===== src/rtl/wb_pkg.sv =====
// Shared widths, defaults and source encoding for the writeback arbiter.
package wb_pkg;
  localparam int XLEN       = 32;
  localparam int NREG       = 32;
  localparam int AW         = $clog2(NREG);
  localparam int STARVE_LIM = 4;

  typedef enum logic [1:0] {
    SRC_NONE = 2'd0,
    SRC_ALU  = 2'd1,
    SRC_LSU  = 2'd2,
    SRC_MDU  = 2'd3
  } wb_src_e;
endpackage


===== src/rtl/wb_scoreboard.sv =====
// Busy vector for destinations with outstanding long-latency results.
module wb_scoreboard
  import wb_pkg::*;
#(
  parameter int NREG = wb_pkg::NREG,
  parameter int AW   = $clog2(NREG)
) (
  input  logic            clk,
  input  logic            resetn,
  input  logic            iss_valid,
  input  logic [AW-1:0]   iss_rd,
  input  logic            reg_write,
  input  logic [AW-1:0]   rd,
  output logic [NREG-1:0] busy
);
  logic [NREG-1:0] set_vec;
  logic [NREG-1:0] clr_vec;
  logic [NREG-1:0] busy_nxt;

  always_comb begin
    set_vec = '0;
    clr_vec = '0;
    if (iss_valid) set_vec[iss_rd] = 1'b1;
    if (reg_write) clr_vec[rd] = 1'b1;
    // Set is applied after clear so a reissue in the commit cycle keeps the bit.
    busy_nxt = (busy & ~clr_vec) | set_vec;
    busy_nxt[0] = 1'b0;
  end

  always_ff @(posedge clk) begin
    if (!resetn) busy <= '0;
    else         busy <= busy_nxt;
  end
endmodule


===== src/rtl/regfile_wb_arbiter.sv =====
// Arbitrates ALU/LSU/MDU results onto the register file write port.
// Optional forwarding of the in-flight write: define REGFILE_WB_FORWARD_EN.
module regfile_wb_arbiter
  import wb_pkg::*;
#(
  parameter int XLEN       = wb_pkg::XLEN,
  parameter int NREG       = wb_pkg::NREG,
  parameter int STARVE_LIM = wb_pkg::STARVE_LIM,
  parameter int AW         = $clog2(NREG)
) (
  input  logic            clk,
  input  logic            resetn,
  input  logic            alu_valid,
  input  logic [AW-1:0]   alu_rd,
  input  logic [XLEN-1:0] alu_data,
  input  logic            lsu_valid,
  output logic            lsu_ready,
  input  logic [AW-1:0]   lsu_rd,
  input  logic [XLEN-1:0] lsu_data,
  input  logic            mdu_valid,
  output logic            mdu_ready,
  input  logic [AW-1:0]   mdu_rd,
  input  logic [XLEN-1:0] mdu_data,
  input  logic            iss_valid,
  input  logic [AW-1:0]   iss_rd,
  output logic            reg_write,
  output logic [AW-1:0]   rd,
  output logic [XLEN-1:0] write_data,
  output logic [NREG-1:0] busy,
`ifdef REGFILE_WB_FORWARD_EN
  input  logic [AW-1:0]   rs1,
  input  logic [AW-1:0]   rs2,
  output logic            fwd1_hit,
  output logic            fwd2_hit,
  output logic [XLEN-1:0] fwd1_data,
  output logic [XLEN-1:0] fwd2_data,
`endif
  output logic            alu_hold
);
  localparam int CW = $clog2(STARVE_LIM + 1);
  localparam logic [CW-1:0] LIM = CW'(STARVE_LIM);

  function automatic logic [CW-1:0] sat_inc(input logic [CW-1:0] v);
    return (v == LIM) ? v : v + 1'b1;
  endfunction

  logic [CW-1:0]   lsu_cnt;
  logic [CW-1:0]   mdu_cnt;
  logic            lsu_aged;
  logic            mdu_aged;
  logic            lsu_xfer;
  logic            mdu_xfer;
  wb_src_e         src;
  logic [AW-1:0]   gnt_rd;
  logic [XLEN-1:0] gnt_data;

  assign lsu_aged = (lsu_cnt == LIM);
  assign mdu_aged = (mdu_cnt == LIM);
  assign alu_hold = lsu_aged | mdu_aged;

  // LSU is the default winner; MDU gets the port when LSU is idle or MDU is aged.
  assign lsu_ready = resetn && !alu_valid && (lsu_aged || !mdu_aged);
  assign mdu_ready = resetn && !alu_valid && !lsu_aged && (mdu_aged || !lsu_valid);
  assign lsu_xfer  = lsu_valid && lsu_ready;
  assign mdu_xfer  = mdu_valid && mdu_ready;

  always_comb begin
    src      = SRC_NONE;
    gnt_rd   = '0;
    gnt_data = '0;
    if (alu_valid) begin
      src      = SRC_ALU;
      gnt_rd   = alu_rd;
      gnt_data = alu_data;
    end else if (lsu_xfer) begin
      src      = SRC_LSU;
      gnt_rd   = lsu_rd;
      gnt_data = lsu_data;
    end else if (mdu_xfer) begin
      src      = SRC_MDU;
      gnt_rd   = mdu_rd;
      gnt_data = mdu_data;
    end
  end

  // Stage boundary: granted result and starvation counters registered.
  always_ff @(posedge clk) begin
    if (!resetn) begin
      lsu_cnt    <= '0;
      mdu_cnt    <= '0;
      reg_write  <= 1'b0;
      rd         <= '0;
      write_data <= '0;
    end else begin
      lsu_cnt   <= (!lsu_valid || lsu_xfer) ? '0 : sat_inc(lsu_cnt);
      mdu_cnt   <= (!mdu_valid || mdu_xfer) ? '0 : sat_inc(mdu_cnt);
      reg_write <= (src != SRC_NONE) && (gnt_rd != '0);
      if (src != SRC_NONE) begin
        rd         <= gnt_rd;
        write_data <= gnt_data;
      end
    end
  end

  wb_scoreboard #(.NREG(NREG), .AW(AW)) u_sb (
    .clk       (clk),
    .resetn    (resetn),
    .iss_valid (iss_valid),
    .iss_rd    (iss_rd),
    .reg_write (reg_write),
    .rd        (rd),
    .busy      (busy)
  );

`ifdef REGFILE_WB_FORWARD_EN
  assign fwd1_hit  = reg_write && (rd != '0) && (rd == rs1);
  assign fwd2_hit  = reg_write && (rd != '0) && (rd == rs2);
  assign fwd1_data = write_data;
  assign fwd2_data = write_data;
`endif
endmodule


===== config.mk =====
export PLATFORM = sky130hd
export DESIGN_NAME = regfile_wb_arbiter
export DESIGN_NICKNAME = d
export VERILOG_FILES = /design/src/rtl/wb_pkg.sv /design/src/rtl/wb_scoreboard.sv /design/src/rtl/regfile_wb_arbiter.sv
export SDC_FILE = /design/constraint.sdc
export NUM_CORES = 1
export LEC_CHECK = 0
export ABC_AREA = 1
export ABC_CLOCK_PERIOD_IN_PS = 2300
export CAP_MARGIN = 25
export CORE_MARGIN = 2
export CORE_UTILIZATION = 37
export DETAILED_ROUTE_END_ITERATION = 16
export GPL_TIMING_DRIVEN = 0
export PLACE_DENSITY = 0.85
export SLEW_MARGIN = 25
export SYNTH_ARGS = -nofsm -noshare
export SYNTH_HDL_FRONTEND = slang
export SYNTH_SLANG_ARGS = --single-unit

===== constraint.sdc =====
create_clock -name clk -period 2.3 [get_ports clk]
set_input_delay 0.46 -clock clk [delete_from_list [all_inputs] [get_ports clk]]
set_output_delay 0.46 -clock clk [all_outputs]
set_load 0.03 [all_outputs]

==> results.py, run 1 <==
metrics = {
    "synthesis": {
        "synthArstFlopShare": 0,
        "syn_area_per_cell_um2": 7.18,
        "yosysUniqueCellTypes": 22,
        "yosys_warnings": 0,
        "syn_nets": 635,
        "synth_edf_count": 0,
        "synth_cells": 509,
        "yosysSeqAreaShare": 0.411,
        "postSynth.topFlopCell": "dfxtp_1",
        "synth_seq_cells": 75,
        "synthesis.area_um2": 3650,
    },
    "finish": {
        "insertedDiodeCount": 0,
        "final_common_cell": "clkdlybuf4s50_1",
        "drive_gt1_frac": 0.0946,
        "final_util": 0.616,
        "final_cell_mix": "clkdlybuf4s50_1 (189), nand2_1 (99), nand3_1 (93), a21oi_1 (78), dfxtp_1 (75)",
        "fin_area_um2": 5960,
        "synthToLayoutAreaGrowth_pct": 63.2,
        "nets": 840,
    },
    "route": {
        "dr.pass1.iters": 5,
        "drt_iter0_drc": 264,
        "drc_errors": 0,
        "post_drt_wl_per_cell_um": 15.6,
        "via_count": 4524,
        "routed_wirelength_um": 13300,
        "viasPerCell": 5.31,
        "ant_nets": 0,
    },
    "grt": {
        "globalRoute.busiestLayer": "met2",
        "grt_pass1_vias": 4303,
        "grt_max_degree": 17,
        "grt.met3_usage": 0.0565,
        "grtUsageTotal": 0.238,
        "overflow": 0,
        "grt_use_met2": 0.443,
        "antenna_found_initial": 0,
        "grt_pass1_wl_um": 19900,
        "met1_usage": 0.255,
    },
    "hold_path": {
        "hold_start": "write_data[3]$_SDFFE_PN0P_",
        "timing.hold.worst_endpoint": "write_data[3]$_SDFFE_PN0P_",
        "min_path_type": "flop to flop",
        "whs_path_depth": 2,
    },
    "cts": {
        "cts_buffers": 9,
        "cts_max_level": 3,
        "cts.path.max_buffers": 2,
        "clk_pin_slew_ns": 0.08,
        "cts_hold_buf": 0,
        "cts_tree": "yes",
        "cts_root_buffer": "clkbuf_8",
        "clock-sinks": 75,
        "worstSkewPairLatency_ns": 0.35,
    },
    "critical_path": {
        "critPathLaunchType": "flop",
        "reg2reg_from": "mdu_cnt[0]$_SDFFE_PP0N_",
        "path_class": "flop to primary output",
        "cp_cell_sequence": "inv_1 -> ha_1 -> nand2_2 -> inv_1 -> nand2_2 -> nand2_1 -> clkinv_4 -> buf_4",
        "r2r_end": "write_data[25]$_SDFFE_PN0P_",
        "r2r_slack_ns": 0.24,
        "crit_required_ns": 1.84,
        "slowest_stage": "dfxtp_1",
        "crit_fanout": 8,
        "reg2reg_depth": 13,
        "end_kind": "primary output",
        "slowest_delay_ns": 0.38,
        "cp_data_arrival_time_ns": 1.72,
    },
    "placement": {
        "placed_cell_area_um2": 5750,
        "post-place-ws_ns": -0.767,
        "gp_congestion": 0.933,
        "port_buffers": 193,
        "dp_hpwl_um": 10400,
    },
    "flow_run": {
        "max_cap_viol_count": 0,
    },
    "sta": {
        "clock_skew_ns": 0.0196,
        "hold_slack_ns": 0.466,
        "rsz0062_at_grt": "false",
        "setup-violations-final": 0,
        "slew_viol_final": 0,
        "worst_slack_ns": 0.124,
        "slew_headroom": 0.300,
        "period_share": 0.946,
        "fmax_ghz": 0.460,
        "min_period_ns": 2.18,
        "final-hold-violation-count": 0,
        "tightest_slew_ns": 1.04,
    },
    "power_and_ir_drop": {
        "vdd_drop_max_mv": 0.299,
        "p_switching_w": 0.00101,
        "seqPwrFrac": 0.445,
        "p_int_w": 0.00215,
        "swShare": 0.319,
        "p_leak_nw": 2.28,
        "powerDensity_nw_per_um2": 530,
        "combPwrFrac": 0.246,
        "pwr-share-clk": 0.308,
    },
    "floorplan": {
        "die_x_um": 103,
        "dieArea_um2": 10700,
        "fp.coreArea_um2": 9680,
        "initial_core_util": 0.377,
        "num_rows": 36,
        "die_h_um": 103,
        "io_pins": 195,
    },
    "outcome": {
        "status": "finished, final reports clean",
    },
}
[state kept, by name, summed over array words and instances, names as in the netlist]
name        count
rd              5
mdu_cnt         3
reg_write       1
lsu_cnt         3
u_sb.busy      31
write_data     32
[cells by family (layout without fill, tap and decap cells)]
logic type	count (synthesis)	count (layout)	synth area share
flip-flops	75	75	0.411
XOR/XNOR	2	2	0.00480
buffers and inverters	55	265	0.0692
AND/OR/NAND/NOR	244	244	0.305
other	1	1	0.00103
adder cells (fa/ha/maj)	4	4	0.0137
AO/OA/AOI/OAI	128	128	0.195
[per-stage QoR]
stage               setup TNS (ns)  cells  total power [W]
floorplan                        0    509          0.00179
global placement             -2.16    835          0.00219
detailed placement           -3.17    835          0.00220
CTS                              0    850          0.00317
global route                     0    852          0.00329
finish                           0    852          0.00316
[Yosys cell counts (all sizes together), types with 4 or more instances]
cell	number	area, µm²
nand3	94	475
dfxtp	75	1500
clkbuf	19	71.3
buf	11	87.6
nor3	13	65.1
nand4	8	50.1
a21oi	97	557
ha	4	50.1
inv	25	93.8
o21ai	31	155
nand2	109	432
nor2	19	86.3
[layer usage]
layer,vias to the layer above,share of wire
li1,2154,-
met5,-,0
met1,2042,0.37
met2,297,0.51
met3,31,0.094
met4,0,0.026
[power groups by stage]
| stage | clock network (W) | registers [W] | logic [W] |
|---|---|---|---|
| 4_1_cts | 0.000992 | 0.00141 | 0.000771 |
| 6_report | 0.000974 | 0.00141 | 0.000779 |
| 5_1_grt | 0.00105 | 0.00141 | 0.000827 |
| 3_3_place_gp | 0 | 0.00143 | 0.000756 |
| 3_5_place_dp | 0 | 0.00143 | 0.000768 |
| 2_1_floorplan | 0 | 0.00153 | 0.000253 |
[critical path: cells and delay by family (launching register included)]
family | cells | cell delay (ns)
buffers and inverters | 4 | 0.43
adder cells (fa/ha/maj) | 1 | 0.21
flip-flops | 1 | 0.38
AND/OR/NAND/NOR | 3 | 0.37
[how the worst max path moves through the flow]
stage	startpoint	endpoint	slack [ns]	cells after the start
floorplan	lsu_cnt[0]$_SDFFE_PP0N_	mdu_ready	0.54	8
global placement	resetn	lsu_ready	-0.74	7
detailed placement	resetn	lsu_ready	-0.77	7
CTS	mdu_cnt[0]$_SDFFE_PP0N_	lsu_ready	0.02	8
global route	mdu_cnt[0]$_SDFFE_PP0N_	lsu_ready	0.04	8
finish	mdu_cnt[0]$_SDFFE_PP0N_	lsu_ready	0.12	8
[timing repair]
action	in CTS	in global routing
setup buffers	1	2
setup endpoints to repair	2	3
resized for setup	14	4
[area by class of cell]
class,instances,area (µm²)
well taps,133,166
plain buffers,28,149
clock buffers,9,124
flip-flops and latches,75,1500
repair buffers,196,1950
clock inverters,7,62.6
multi-input cells,379,1910
fillers,842,3720
inverters,25,101
No activity file was read; power rests on OpenSTA's default activity.
==> inputs of run 2 (changes only) <==
--- a/config.mk
+++ b/config.mk
@@ -13,6 +13,7 @@
 export DETAILED_ROUTE_END_ITERATION = 16
 export GPL_TIMING_DRIVEN = 0
 export PLACE_DENSITY = 0.85
+export SKIP_CTS_REPAIR_TIMING = 1
 export SLEW_MARGIN = 25
 export SYNTH_ARGS = -nofsm -noshare
 export SYNTH_HDL_FRONTEND = slang
==> results.py, run 2 (same netlist as run 1, synthesis figures left out) <==
metrics = {
    "cts": {
        "clk_pin_slew_ns": 0.09,
        "cts_root_buffer": "clkbuf_8",
        "worstSkewPairLatency_ns": 0.35,
        "cts_buffers": 9,
        "cts.path.max_buffers": 2,
        "cts_tree": "yes",
        "cts_max_level": 3,
        "clock-sinks": 75,
    },
    "route": {
        "drt-met1-wl_um": 4980,
        "viasPerCell": 5.35,
        "dr.pass1.iters": 5,
        "via_count": 4582,
        "ant_nets": 0,
        "top_layer": "met4",
        "routed_wirelength_um": 13400,
        "met2WireLength_um": 6800,
        "wl_met3_um": 1230,
        "post_drt_wl_per_cell_um": 15.6,
        "drt_iter0_drc": 301,
        "drc_errors": 0,
    },
    "finish": {
        "largest_reg_flops": 32,
        "synthToLayoutAreaGrowth_pct": 64.4,
        "final_util": 0.620,
        "post_layout_nonfiller_instances": 857,
        "drive_gt1_frac": 0.101,
        "regMostFlops": "write_data",
        "reg_top3": "write_data x32, u_sb.busy x31, rd x5",
        "final_cell_mix": "clkdlybuf4s50_1 (189), nand2_1 (99), nand3_1 (93), a21oi_1 (78), dfxtp_1 (75)",
        "nets": 845,
        "insertedDiodeCount": 0,
        "final_common_cell": "clkdlybuf4s50_1",
    },
    "sta": {
        "finalSetupTns_ns": 0,
        "slew_viol_final": 0,
        "clock_skew_ns": 0.0197,
        "worst_slack_ns": 0.0768,
        "min_period_ns": 2.22,
        "tightest_slew_ns": 1.02,
        "final-hold-violation-count": 0,
        "setup-violations-final": 0,
        "hold_slack_ns": 0.466,
        "slew_headroom": 0.313,
        "period_share": 0.967,
        "fmax_ghz": 0.450,
    },
    "grt": {
        "grt_pass1_vias": 4285,
        "overflow": 0,
        "grtUsageTotal": 0.237,
        "antenna_found_initial": 0,
        "grt_pass1_wl_um": 19800,
        "grt_max_degree": 17,
    },
    "placement": {
        "dp_hpwl_um": 10400,
        "port_buffers": 193,
        "post-place-ws_ns": -0.767,
        "place_inst": 835,
        "gp_congestion": 0.933,
    },
    "floorplan": {
        "num_rows": 36,
        "fp.coreArea_um2": 9680,
        "initial_core_util": 0.377,
        "die_h_um": 103,
        "die_x_um": 103,
        "io_pins": 195,
        "dieArea_um2": 10700,
    },
    "hold_path": {
        "min_path_type": "flop to flop",
    },
    "critical_path": {
        "cp_data_arrival_time_ns": 1.76,
        "critPathTopFamily": "buffers and inverters",
        "crit_fanout": 8,
        "crit_required_ns": 1.84,
        "slowest_delay_ns": 0.38,
        "path_class": "flop to primary output",
        "critPathLaunchType": "flop",
        "cp_cell_sequence": "inv_1 -> ha_1 -> nand2_2 -> inv_1 -> nand2_2 -> nand2_1 -> clkinv_4 -> clkbuf_4",
        "end_kind": "primary output",
        "slowest_stage": "dfxtp_1",
        "cp.buffers_inverters": 4,
    },
    "power_and_ir_drop": {
        "powerDensity_nw_per_um2": 528,
        "combPwrFrac": 0.248,
        "p_int_w": 0.00216,
        "p_switching_w": 0.00102,
        "p_leak_nw": 2.32,
        "pwr-share-clk": 0.309,
        "vdd_drop_max_mv": 0.299,
        "seqPwrFrac": 0.443,
        "swShare": 0.321,
    },
    "flow_run": {
        "max_cap_viol_count": 0,
    },
    "outcome": {
        "status": "finished, final reports clean",
    },
}
[run 2: cell count changes in the layout (fill, tap and decap cells not counted), sizes merged]
cell / before / now
dlygate4sd2: 1 / 0
clkbuf: 29 / 30
buf: 13 / 17
inv: 29 / 28
dlymetal6s2s: 1 / 2
clkinv: 2 / 3
[run 2: worst paths after layout]
check,endpoint,from,cells past startpoint,slack (ns)
min reg2reg,write_data[3]$_SDFFE_PN0P_,write_data[3]$_SDFFE_PN0P_,2,0.47
max reg2reg,write_data[12]$_SDFFE_PN0P_,mdu_cnt[0]$_SDFFE_PP0N_,13,0.25
max,lsu_ready,mdu_cnt[0]$_SDFFE_PP0N_,8,0.08
min,write_data[3]$_SDFFE_PN0P_,write_data[3]$_SDFFE_PN0P_,2,0.47
[run 2: layer usage]
layer	global-route usage	up-vias
met4	0.0992	0
met5	0	-
met2	0.437	278
met3	0.0558	36
li1	-	2165
met1	0.257	2103
[run 2: layout make-up]
class,count,area [µm²]
Fill cell,836,3680
Timing Repair Buffer,201,1990
Multi-Input combinational cell,379,1910
Sequential cell,75,1500
Tap cell,133,166
Buffer,28,149
Clock buffer,9,124
Inverter,25,104
Clock inverter,7,62.6
[run 2: power groups by stage]
stage | logic [W] | registers, W | clock network [W]
detailed placement | 0.000768 | 0.00143 | 0
global route | 0.000833 | 0.00141 | 0.00105
finish | 0.000785 | 0.00141 | 0.000980
CTS | 0.000772 | 0.00141 | 0.000992
floorplan | 0.000253 | 0.00153 | 0
global placement | 0.000756 | 0.00143 | 0
[run 2: stage by stage]
| stage | power (W) | area, µm² |
|---|---|---|
| 6_report | 0.00317 | 6000 |
| 5_1_grt | 0.00330 | 6000 |
| 4_1_cts | 0.00317 | 5940 |
| 3_5_place_dp | 0.00220 | 5750 |
| 3_3_place_gp | 0.00219 | 5750 |
| 2_1_floorplan | 0.00179 | 3650 |
[run 2: worst reg2reg max path: stages, from the launching register on]
cell and delay [ns]:
dfxtp_1 0.38, inv_1 0.08, ha_1 0.21, nand2_2 0.12, inv_1 0.09, nand2_2 0.13, nand2_1 0.13, clkinv_4 0.11
buf_4 0.15, buf_2 0.21, nand3_1 0.10, nand2_1 0.09, a21oi_1 0.04, a21oi_1 0.15
